===== src/rtl/fetch_unit_pkg.sv =====
// Shared MIPS definitions: opcodes, NOP encoding, reset vector and next-PC source encoding.
package fetch_unit_pkg;

    localparam logic [31:0] RESET_PC_DEFAULT = 32'h0000_0000;
    localparam logic [31:0] NOP_WORD         = 32'h0000_0000;

    localparam logic [5:0] OP_SPECIAL = 6'h00;
    localparam logic [5:0] OP_REGIMM  = 6'h01;
    localparam logic [5:0] OP_J       = 6'h02;
    localparam logic [5:0] OP_JAL     = 6'h03;
    localparam logic [5:0] OP_BEQ     = 6'h04;
    localparam logic [5:0] OP_BNE     = 6'h05;
    localparam logic [5:0] OP_ADDI    = 6'h08;
    localparam logic [5:0] OP_LW      = 6'h23;
    localparam logic [5:0] OP_SW      = 6'h2B;

    typedef enum logic [1:0] {
        PC_SRC_SEQ    = 2'd0,
        PC_SRC_HOLD   = 2'd1,
        PC_SRC_BRANCH = 2'd2,
        PC_SRC_JUMP   = 2'd3
    } pc_src_e;

    // Instruction addresses are word aligned; low two bits are always discarded.
    function automatic logic [31:0] word_align(input logic [31:0] addr);
        return {addr[31:2], 2'b00};
    endfunction

endpackage


===== src/rtl/fetch_unit_next_pc_sel.sv =====
// Combinational next-PC selection: branch beats jump beats stall beats sequential PC+4.
module next_pc_sel
    import fetch_unit_pkg::*;
(
    input  logic [31:0] pc_i,
    input  logic [3:0]  pc_region_i,
    input  logic        stall_i,
    input  logic        branch_taken_i,
    input  logic [31:0] branch_target_i,
    input  logic        jump_i,
    input  logic [25:0] jump_index_i,
    output logic [31:0] next_pc_o,
    output logic        redirect_o
);

    pc_src_e     pc_src_s;
    logic [31:0] jump_target_s;

    assign jump_target_s = {pc_region_i, jump_index_i, 2'b00};

    // Priority resolution of the PC source.
    always_comb begin
        pc_src_s   = PC_SRC_SEQ;
        redirect_o = 1'b0;
        if (branch_taken_i) begin
            pc_src_s   = PC_SRC_BRANCH;
            redirect_o = 1'b1;
        end else if (jump_i) begin
            pc_src_s   = PC_SRC_JUMP;
            redirect_o = 1'b1;
        end else if (stall_i) begin
            pc_src_s   = PC_SRC_HOLD;
        end else begin
            pc_src_s   = PC_SRC_SEQ;
        end
    end

    // Next-PC mux; sequential increment wraps modulo 2^32.
    always_comb begin
        next_pc_o = pc_i + 32'd4;
        case (pc_src_s)
            PC_SRC_BRANCH: next_pc_o = word_align(branch_target_i);
            PC_SRC_JUMP:   next_pc_o = word_align(jump_target_s);
            PC_SRC_HOLD:   next_pc_o = pc_i;
            PC_SRC_SEQ:    next_pc_o = pc_i + 32'd4;
            default:       next_pc_o = pc_i + 32'd4;
        endcase
    end

endmodule


===== src/rtl/fetch_unit.sv =====
// Instruction fetch stage: PC register, IF/ID pipeline register and fetch counter.
module fetch_unit
    import fetch_unit_pkg::*;
#(
    parameter logic [31:0] RESET_PC = RESET_PC_DEFAULT
) (
    input  logic        clk,
    input  logic        rst,
    input  logic        stall,
    input  logic        flush,
    input  logic        branch_taken,
    input  logic [31:0] branch_target,
    input  logic        jump,
    input  logic [25:0] jump_index,
    output logic [31:0] imem_addr,
    input  logic [31:0] imem_data,
    output logic [31:0] if_instr,
    output logic [31:0] if_pc,
    output logic [31:0] if_pc_plus4,
    output logic        if_valid,
    output logic [31:0] fetch_count
);

    logic [31:0] pc_q,          pc_d;
    logic [31:0] if_instr_q,    if_instr_d;
    logic [31:0] if_pc_q,       if_pc_d;
    logic [31:0] if_pc_plus4_q, if_pc_plus4_d;
    logic        if_valid_q,    if_valid_d;
    logic [31:0] fetch_count_q, fetch_count_d;
    logic        redirect_s;

    // Jump region comes from the instruction in IF/ID, not from the fetch PC.
    next_pc_sel u_next_pc_sel (
        .pc_i            (pc_q),
        .pc_region_i     (if_pc_plus4_q[31:28]),
        .stall_i         (stall),
        .branch_taken_i  (branch_taken),
        .branch_target_i (branch_target),
        .jump_i          (jump),
        .jump_index_i    (jump_index),
        .next_pc_o       (pc_d),
        .redirect_o      (redirect_s)
    );

    // IF/ID next state: bubble on squash or redirect, hold on stall, otherwise load.
    always_comb begin
        if_instr_d    = if_instr_q;
        if_pc_d       = if_pc_q;
        if_pc_plus4_d = if_pc_plus4_q;
        if_valid_d    = if_valid_q;
        fetch_count_d = fetch_count_q;
        if (flush || redirect_s) begin
            if_instr_d    = NOP_WORD;
            if_pc_d       = 32'h0000_0000;
            if_pc_plus4_d = 32'h0000_0000;
            if_valid_d    = 1'b0;
        end else if (stall) begin
            if_valid_d    = if_valid_q;
        end else begin
            if_instr_d    = imem_data;
            if_pc_d       = pc_q;
            if_pc_plus4_d = pc_q + 32'd4;
            if_valid_d    = 1'b1;
            fetch_count_d = fetch_count_q + 32'd1;
        end
    end

    // State registers with synchronous reset overriding every other input.
    always_ff @(posedge clk) begin
        if (rst) begin
            pc_q          <= word_align(RESET_PC);
            if_instr_q    <= NOP_WORD;
            if_pc_q       <= 32'h0000_0000;
            if_pc_plus4_q <= 32'h0000_0000;
            if_valid_q    <= 1'b0;
            fetch_count_q <= 32'h0000_0000;
        end else begin
            pc_q          <= pc_d;
            if_instr_q    <= if_instr_d;
            if_pc_q       <= if_pc_d;
            if_pc_plus4_q <= if_pc_plus4_d;
            if_valid_q    <= if_valid_d;
            fetch_count_q <= fetch_count_d;
        end
    end

    assign imem_addr   = pc_q;
    assign if_instr    = if_instr_q;
    assign if_pc       = if_pc_q;
    assign if_pc_plus4 = if_pc_plus4_q;
    assign if_valid    = if_valid_q;
    assign fetch_count = fetch_count_q;

endmodule


===== config.mk =====
export PLATFORM = sky130hd
export DESIGN_NAME = fetch_unit
export DESIGN_NICKNAME = d
export VERILOG_FILES = /design/src/rtl/fetch_unit_pkg.sv /design/src/rtl/fetch_unit_next_pc_sel.sv /design/src/rtl/fetch_unit.sv
export SDC_FILE = /design/constraint.sdc
export NUM_CORES = 1
export LEC_CHECK = 0
export ABC_AREA = 1
export CAP_MARGIN = 0
export CORE_MARGIN = 10
export CORE_UTILIZATION = 47
export DETAILED_ROUTE_END_ITERATION = 16
export PLACE_DENSITY = 0.87
export SLEW_MARGIN = 30
export SYNTH_ARGS = -nofsm -noshare
export SYNTH_HDL_FRONTEND = slang
export SYNTH_SLANG_ARGS = --single-unit

===== constraint.sdc =====
create_clock -name clk -period 2.6 [get_ports clk]
set_input_delay 0.52 -clock clk [delete_from_list [all_inputs] [get_ports clk]]
set_output_delay 0.52 -clock clk [all_outputs]
set_load 0.02 [all_outputs]

# Yosys cells after proc, flatten, opt, wreduce, memory -nomap -nowiden
# Cells that the tools add are included.
# totals
regBits	161
in_bits	96
output_inout_bits	161
elab_cells	23
# classes
add_sub_neg	2
eq_ne	3
muxes	6
bitwise_logic	2
n_reduce_logical	4
# op_table
op	count
case mux 32 bit (3 select lines)	1
adder 32 x 1 -> 32 bit (second input constant)	1
adder 32 x 3 -> 32 bit (second input constant)	1
equality test 2 bit (second input constant)	2
2-to-1 mux 2 bit	2
2-to-1 mux 1 bit	3
equality test 2 x 1 -> 1 bit (second input constant)	1
logical NOT 2 bit	1
NOT 1 bit	2
AND reduction 2 bit	1
OR reduction 2 bit	1
logical OR 1 bit	1

# Depth between registers and ports, before layout
# Gate-level depths: netlist of run 1.
# depth
word_depth	5
mapped_depth	12
mapped_depth_nobuf	12

# Cells and area by module
# A second synthesis of run 1 with hierarchy kept.
# hier_totals
hier_cells	1340
area_unflattened_um2	8607.0
# by_module_without_submodules
mod	instances	cells_per_inst	area_per_inst_um2	seq_area_each_um2
fetch_unit	1	999	6962.9	3183.1
next_pc_sel	1	341	1644.1	0.0

# Worst setup path after synthesis of run 1
# OpenSTA, ideal clock, no wires.
# synth_path
path_kind	input to register
startpoint	in stall
endpoint	reg pc_q[10] (netlist: imem_addr[10])
setup_ns	0.070
arrival_ns	2.158
required_time_ns	2.530
slack_ns	0.372
stages	11
n_path_buf	3
cell_sequence	buf_2 inv_4 clkbuf_1 a21oi_1 ha_1 inv_1 clkbuf_1 a21oi_1 nand2_1 o21ai_0 a21oi_1
# synth_between
elab_chain_len	5
elab_cells_between_ends	8
cone_classes	3 x eq/ne; 4 x mux; 1 x reduce/logical
# synth_lines
item	line	rtl
start, declared	fetch_unit.sv:9	input logic stall,
2-to-1 mux 1 bit (*)	fetch_unit_next_pc_sel.sv:31	end else if (stall_i) begin
2-to-1 mux 2 bit (*)	fetch_unit_next_pc_sel.sv:28	end else if (jump_i) begin
2-to-1 mux 2 bit (*)	fetch_unit_next_pc_sel.sv:25	if (branch_taken_i) begin
equality test 2 bit or logical NOT 2 bit (tied branches)	fetch_unit_next_pc_sel.sv:41	case (pc_src_s)
case mux 32 bit (3 select lines)	fetch_unit_next_pc_sel.sv:41	
end signal, assigned	fetch_unit.sv:71	pc_q <= word_align(RESET_PC);
end signal, assigned	fetch_unit.sv:78	pc_q <= pc_d;
end, declared	fetch_unit.sv:24	logic [31:0] pc_q, pc_d;
# Every way passes the cells marked *; elsewhere a longest branch is shown, timed or not.
# A chain may end at the register's enable or synchronous reset.

# Worst setup path in the final report of run 1
# layout_path
startpoint	reg pc_q[17] (netlist: imem_addr[17])
endpoint	out imem_addr[17]
# layout_lines
item	line	rtl
end, declared	fetch_unit.sv:15	output logic [31:0] imem_addr,
# No word-level cell between the ends.

==> results of run 1 <==
==> cells by family after synthesis <==
logic type	share of synthesized area [%]
flops	39.8
compound gates	14.6
simple gates	33.3
fa+ha+maj	0.802
xor+xnor	2.89
buf+inv	8.60
other cells	0.0481
==> worst paths after layout <==
kind / end / depth (start not counted) / slack (ns) / start
worst max register to register: imem_addr[14] / 10 / 0.73 / imem_addr[2]
worst min-delay path: if_instr[9] / 2 / 0.46 / if_instr[9]
worst max-delay path: imem_addr[17] / 1 / 0.47 / imem_addr[17]
worst min register to register: if_instr[9] / 2 / 0.46 / if_instr[9]
==> cell type report <==
class / count / area [µm²] / share of cell area [%]
multi-input cells: 874 / 4050 / 36.6
flip-flops and latches: 155 / 3100 / 28.1
repair buffers: 266 / 2670 / 24.1
clock buffers: 18 / 439 / 3.97
inverters: 86 / 325 / 2.94
well taps: 220 / 275 / 2.49
clock inverters: 13 / 190 / 1.72
diodes: 5 / 12.5 / 0.113
==> cell usage in the layout, fill, tap and decap left out, types with 16 or more instances in the layout <==
cell type,Yosys,final
nand2_1,351,351
clkdlybuf4s50_1,0,247
nor2_1,164,164
dfxtp_1,155,155
a21oi_1,147,147
inv_1,82,82
o21ai_0,69,69
nand3_1,30,30
or2_2,20,20
clkbuf_16,0,17
xor2_1,16,16
==> flip-flops by register name, indices dropped and copies added, names as in the netlist <==
name / flops
if_instr: 32
if_pc: 30
fetch_count: 32
if_pc_plus4: 30
if_valid: 1
imem_addr: 30
==> report_power, final <==
part	switching (W)	total (W)	internal, W
Clock	0.00105	0.00269	0.00164
Sequential	0.000100	0.00254	0.00244
Combinational	0.000482	0.000882	0.000399
Total	0.00163	0.00611	0.00448
==> per-layer routing <==
metal  global-route usage, %  share of wire, %  vias to the layer above
met4                    11.0               3.2                        0
met3                    6.10               9.5                       52
met5                       0                 0                        -
met1                    30.0                42                     3865
met2                    37.9                46                      390
li1                        -                 -                     4153
==> stage by stage <==
stage                     instance area (µm²)  total power (W)  std cells  setup slack [ns]  util, %
after floorplan                          7820          0.00305       1177             0.372        -
after global placement                  10400          0.00345       1601             0.165     63.5
after detailed placement                10400          0.00347       1601             0.127     63.5
after CTS                               11000          0.00614       1632             0.417     67.3
after global routing                    11100          0.00634       1636             0.349     67.4
final                                   11100          0.00611       1637             0.469     67.4
==> flow_summary.json, run 1 <==
{
  "yosysMostFrequentCell": "nand2_1",
  "ys.flop_type": "dfxtp_1",
  "fp.dieW_um": 149,
  "drt_wl_total_um": 27400,
  "rows": 47,
  "cts_root_buffer": "clkbuf_16",
  "cts.sinks": 155,
  "dr_total_vias": 8460,
  "grt_max_degree": 105,
  "run_status": "finished, final reports clean",
  "slowest_delay_ns": 0.68,
  "gp_congestion": 0.954,
  "hold_viol": 0,
  "nets": 1501,
  "areaGrowthSynthToFinish_pct": 41.8,
  "drc": 0,
  "cp-end-kind": "output pin",
  "numCtsBuffers": 17,
  "synth-seq-area-share_pct": 39.8,
  "wire_per_inst_um": 16.7,
  "critPathMaxFanout": 6,
  "worstSkewPairLatency_ns": 0.43,
  "post-route-period-util_pct": 82.0,
  "ios": 257,
  "synth_edf_count": 0,
  "setup_viol": 0,
  "fin_crit_ns": 2.13,
  "async_flop_share_pct": 0,
  "cp.required_ns": 2.08,
  "grt_pass1_vias": 7870,
  "dieArea_mm2": 0.0222,
  "drive_above_1_share_pct": 7.37,
  "path_buf_inv": 1,
  "io_buffers": 248,
  "grt_pass1_wl_um": 42600,
  "cts.clk_slew.worst_paths_ns": 0.06,
  "via_per_inst": 5.17,
  "worstSetupPathType": "flop to output pin",
  "cpLargestDelayFamily": "buffers and inverters",
  "cts.repair.resized": 0,
  "clk_path_buf_depth": 2,
  "hold_slack_ns": 0.464,
  "crit_path_start_kind": "flop",
  "leakagePower_nw": 4.36,
  "drt_iter0_markers": 774,
  "yosysTopAreaCell": "dfxtp_1",
  "fmax_mhz": 469,
  "coreArea_mm2": 0.0164,
  "track_usage_pct": 23.9,
  "start_util_pct": 47.6,
  "synth-seq-cells": 155,
  "ys_types": 38,
  "cts_tree": "done",
  "fill_cells": 1384,
  "synth_area_mm2": 0.00780,
  "grt_overflow": 0,
  "synthCells": 1172,
  "clock_skew_ns": 0.00605,
  "drtAntennaViolNets": 0,
  "synth_commonest_cells": "351 x nand2_1, 164 x nor2_1, 155 x dfxtp_1",
  "fin_setup_tns_ns": 0,
  "rsz0062_at_grt": "no",
  "place_hpwl_um": 20000,
  "dieHeight_um": 149,
  "ir_drop_uv": 445,
  "hold_class": "flop to flop",
  "worst_ep_arrival_time_ns": 1.61,
  "dr.pass1.iters": 5,
  "power.density_mw_per_mm2": 552,
  "syn_avg_cell_area_um2": 6.66,
  "synth.area.top_cells": "dfxtp_1 40%, nand2_1 17%, a21oi_1 9.4%",
  "htreeDepth": 4,
  "cts_hold_buf": 0,
  "path_cells": "clkdlybuf4s50_1",
  "antenna_found_initial": 4,
  "maxCapViolations": 0,
  "yosysWarnings": 0,
  "slew_violations": 0,
  "slew-limit-headroom_pct": 39.1,
  "yosysTopAreaCellShare_pct": 39.8,
  "worst_pin_slew_ns": 0.913,
  "cts_setup_buffers": 0,
  "cp_slowest_cell": "clkdlybuf4s50_1"
}
Note: power is estimated with default switching activity, not from simulation.
==> run 2: changes to the inputs <==
==> constraint.sdc (replaced) <==
create_clock -name clk -period 2.16 [get_ports clk]
set_input_delay 0.432 -clock clk [delete_from_list [all_inputs] [get_ports clk]]
set_output_delay 0.432 -clock clk [all_outputs]
set_load 0.02 [all_outputs]
==> run 2 against run 1 <==
Compared with the run above:
- count of clock-buffer cells in the layout rose by 1
- utilization rose by 0.96 points
- non-clock buffer count rose by 10
- total power rose by 23%
- sequential share of layout area fell by 0.39 points
- sequential power rose by 20%
- die area did not move
- critical path type unchanged
- largest power group unchanged
==> flow_summary.json, run 2 (same netlist as run 1, synthesis figures left out) <==
{
  "rows": 47,
  "crit_path_start_kind": "flop",
  "clk_path_buf_depth": 2,
  "stdcell_area_mm2": 0.0112,
  "drive_above_1_share_pct": 7.95,
  "p_seq_share_pct": 40.8,
  "slew_violations": 0,
  "drc": 0,
  "slowest_delay_ns": 0.73,
  "fin_cells": 1647,
  "cp-end-kind": "output pin",
  "post-route-period-util_pct": 95.1,
  "dieArea_mm2": 0.0222,
  "fp.dieW_um": 149,
  "hold_class": "flop to flop",
  "p_switching_w": 0.00196,
  "cts.repair.resized": 0,
  "worstSetupPathType": "flop to output pin",
  "mostFrequentLayoutCell": "nand2_1",
  "setup_viol": 0,
  "path_buf_inv": 1,
  "p_int_w": 0.00554,
  "cpLargestDelayFamily": "buffers and inverters",
  "drt_wl_total_um": 27700,
  "power.density_mw_per_mm2": 668,
  "cp_slowest_cell": "clkdlybuf4s50_1",
  "critPathMaxFanout": 6,
  "cts_tree": "done",
  "layout_common_cells": "351 x nand2_1, 247 x clkdlybuf4s50_1, 164 x nor2_1, 155 x dfxtp_1, 147 x a21oi_1",
  "dr_total_vias": 8612,
  "worst_ep_arrival_time_ns": 1.62,
  "cp.required_ns": 1.73,
  "drtAntennaViolNets": 0,
  "antenna_found_initial": 5,
  "dieHeight_um": 149,
  "coreArea_mm2": 0.0164,
  "drt_iter0_markers": 620,
  "dr.pass1.iters": 6,
  "slew-limit-headroom_pct": 40.6,
  "hold_viol": 0,
  "combPwrFrac_pct": 14.6,
  "cts_hold_buf": 0,
  "via_per_inst": 5.23,
  "dpl-instance-area_mm2": 0.0106,
  "rsz0062_at_grt": "no",
  "place_hpwl_um": 20100,
  "areaGrowthSynthToFinish_pct": 43.8,
  "final_util_pct": 68.4,
  "track_usage_pct": 24.1,
  "clock_skew_ns": 0.00984,
  "finalPower_w": 0.00750,
  "cts_setup_buffers": 0,
  "run_status": "finished, final reports clean",
  "io_buffers": 248,
  "grt_pass1_wl_um": 43300,
  "grt_overflow": 0,
  "maxCapViolations": 0,
  "fin_crit_ns": 2.05,
  "cts.sinks": 155,
  "ios": 257,
  "leakagePower_nw": 4.44,
  "cts_root_buffer": "clkbuf_16",
  "ir_drop_uv": 549,
  "nets": 1511,
  "wire_per_inst_um": 16.8,
  "htreeDepth": 4,
  "dpl.cell_count": 1611,
  "start_util_pct": 47.6,
  "clockPowerShare_pct": 44.6,
  "fmax_mhz": 487,
  "p_sw_share_pct": 26.1,
  "numCtsBuffers": 17,
  "gp_congestion": 0.917,
  "grt_pass1_vias": 8039,
  "path_cells": "clkdlybuf4s50_1",
  "worstSkewPairLatency_ns": 0.43,
  "cts.clk_slew.worst_paths_ns": 0.06,
  "worst_pin_slew_ns": 0.890,
  "grt_max_degree": 105
}
-- run 2: final timing paths --
path                 from  slack [ns]             to  cells past startpoint
max          imem_addr[2]        0.11   imem_addr[2]                      1
min           if_instr[6]        0.46    if_instr[6]                      2
max reg2reg  imem_addr[2]        0.23  imem_addr[16]                     10
min reg2reg   if_instr[6]        0.46    if_instr[6]                      2
-- run 2: through the flow --
stage	setup WS [ns]	setup TNS [ns]	hold WS (ns)
floorplan	0.0204	0	0.542
CTS	0.111	0	0.464
global placement	-0.0802	-1.81	0.451
finish	0.107	0	0.465
detailed placement	-0.142	-3.03	0.454
global route	0.0821	0	0.478
-- run 2: layout make-up --
type,count,area [µm²]
antenna,5,12.5
clock buffer,19,443
clock inverter,12,210
fill,1342,5190
inverter,86,325
multi-input combinational,874,4050
sequential,155,3100
tap,220,275
timing repair buffer,276,2800
-- run 2: per-layer routing --
metal,vias to the layer above,wire length [µm],track usage [%]
li1,4183,-,-
met2,421,12700,38.3
met4,0,1010,11.2
met3,69,2690,6.28
met5,-,0,0
met1,3939,11300,29.9
-- run 2: power by group through the flow --
stage               sequential [W]  combinational (W)  clock, W
CTS                        0.00305            0.00109   0.00338
floorplan                  0.00318           0.000488         0
finish                     0.00306            0.00110   0.00334
detailed placement         0.00311            0.00109         0
global route               0.00307            0.00119   0.00351
global placement           0.00311            0.00106         0
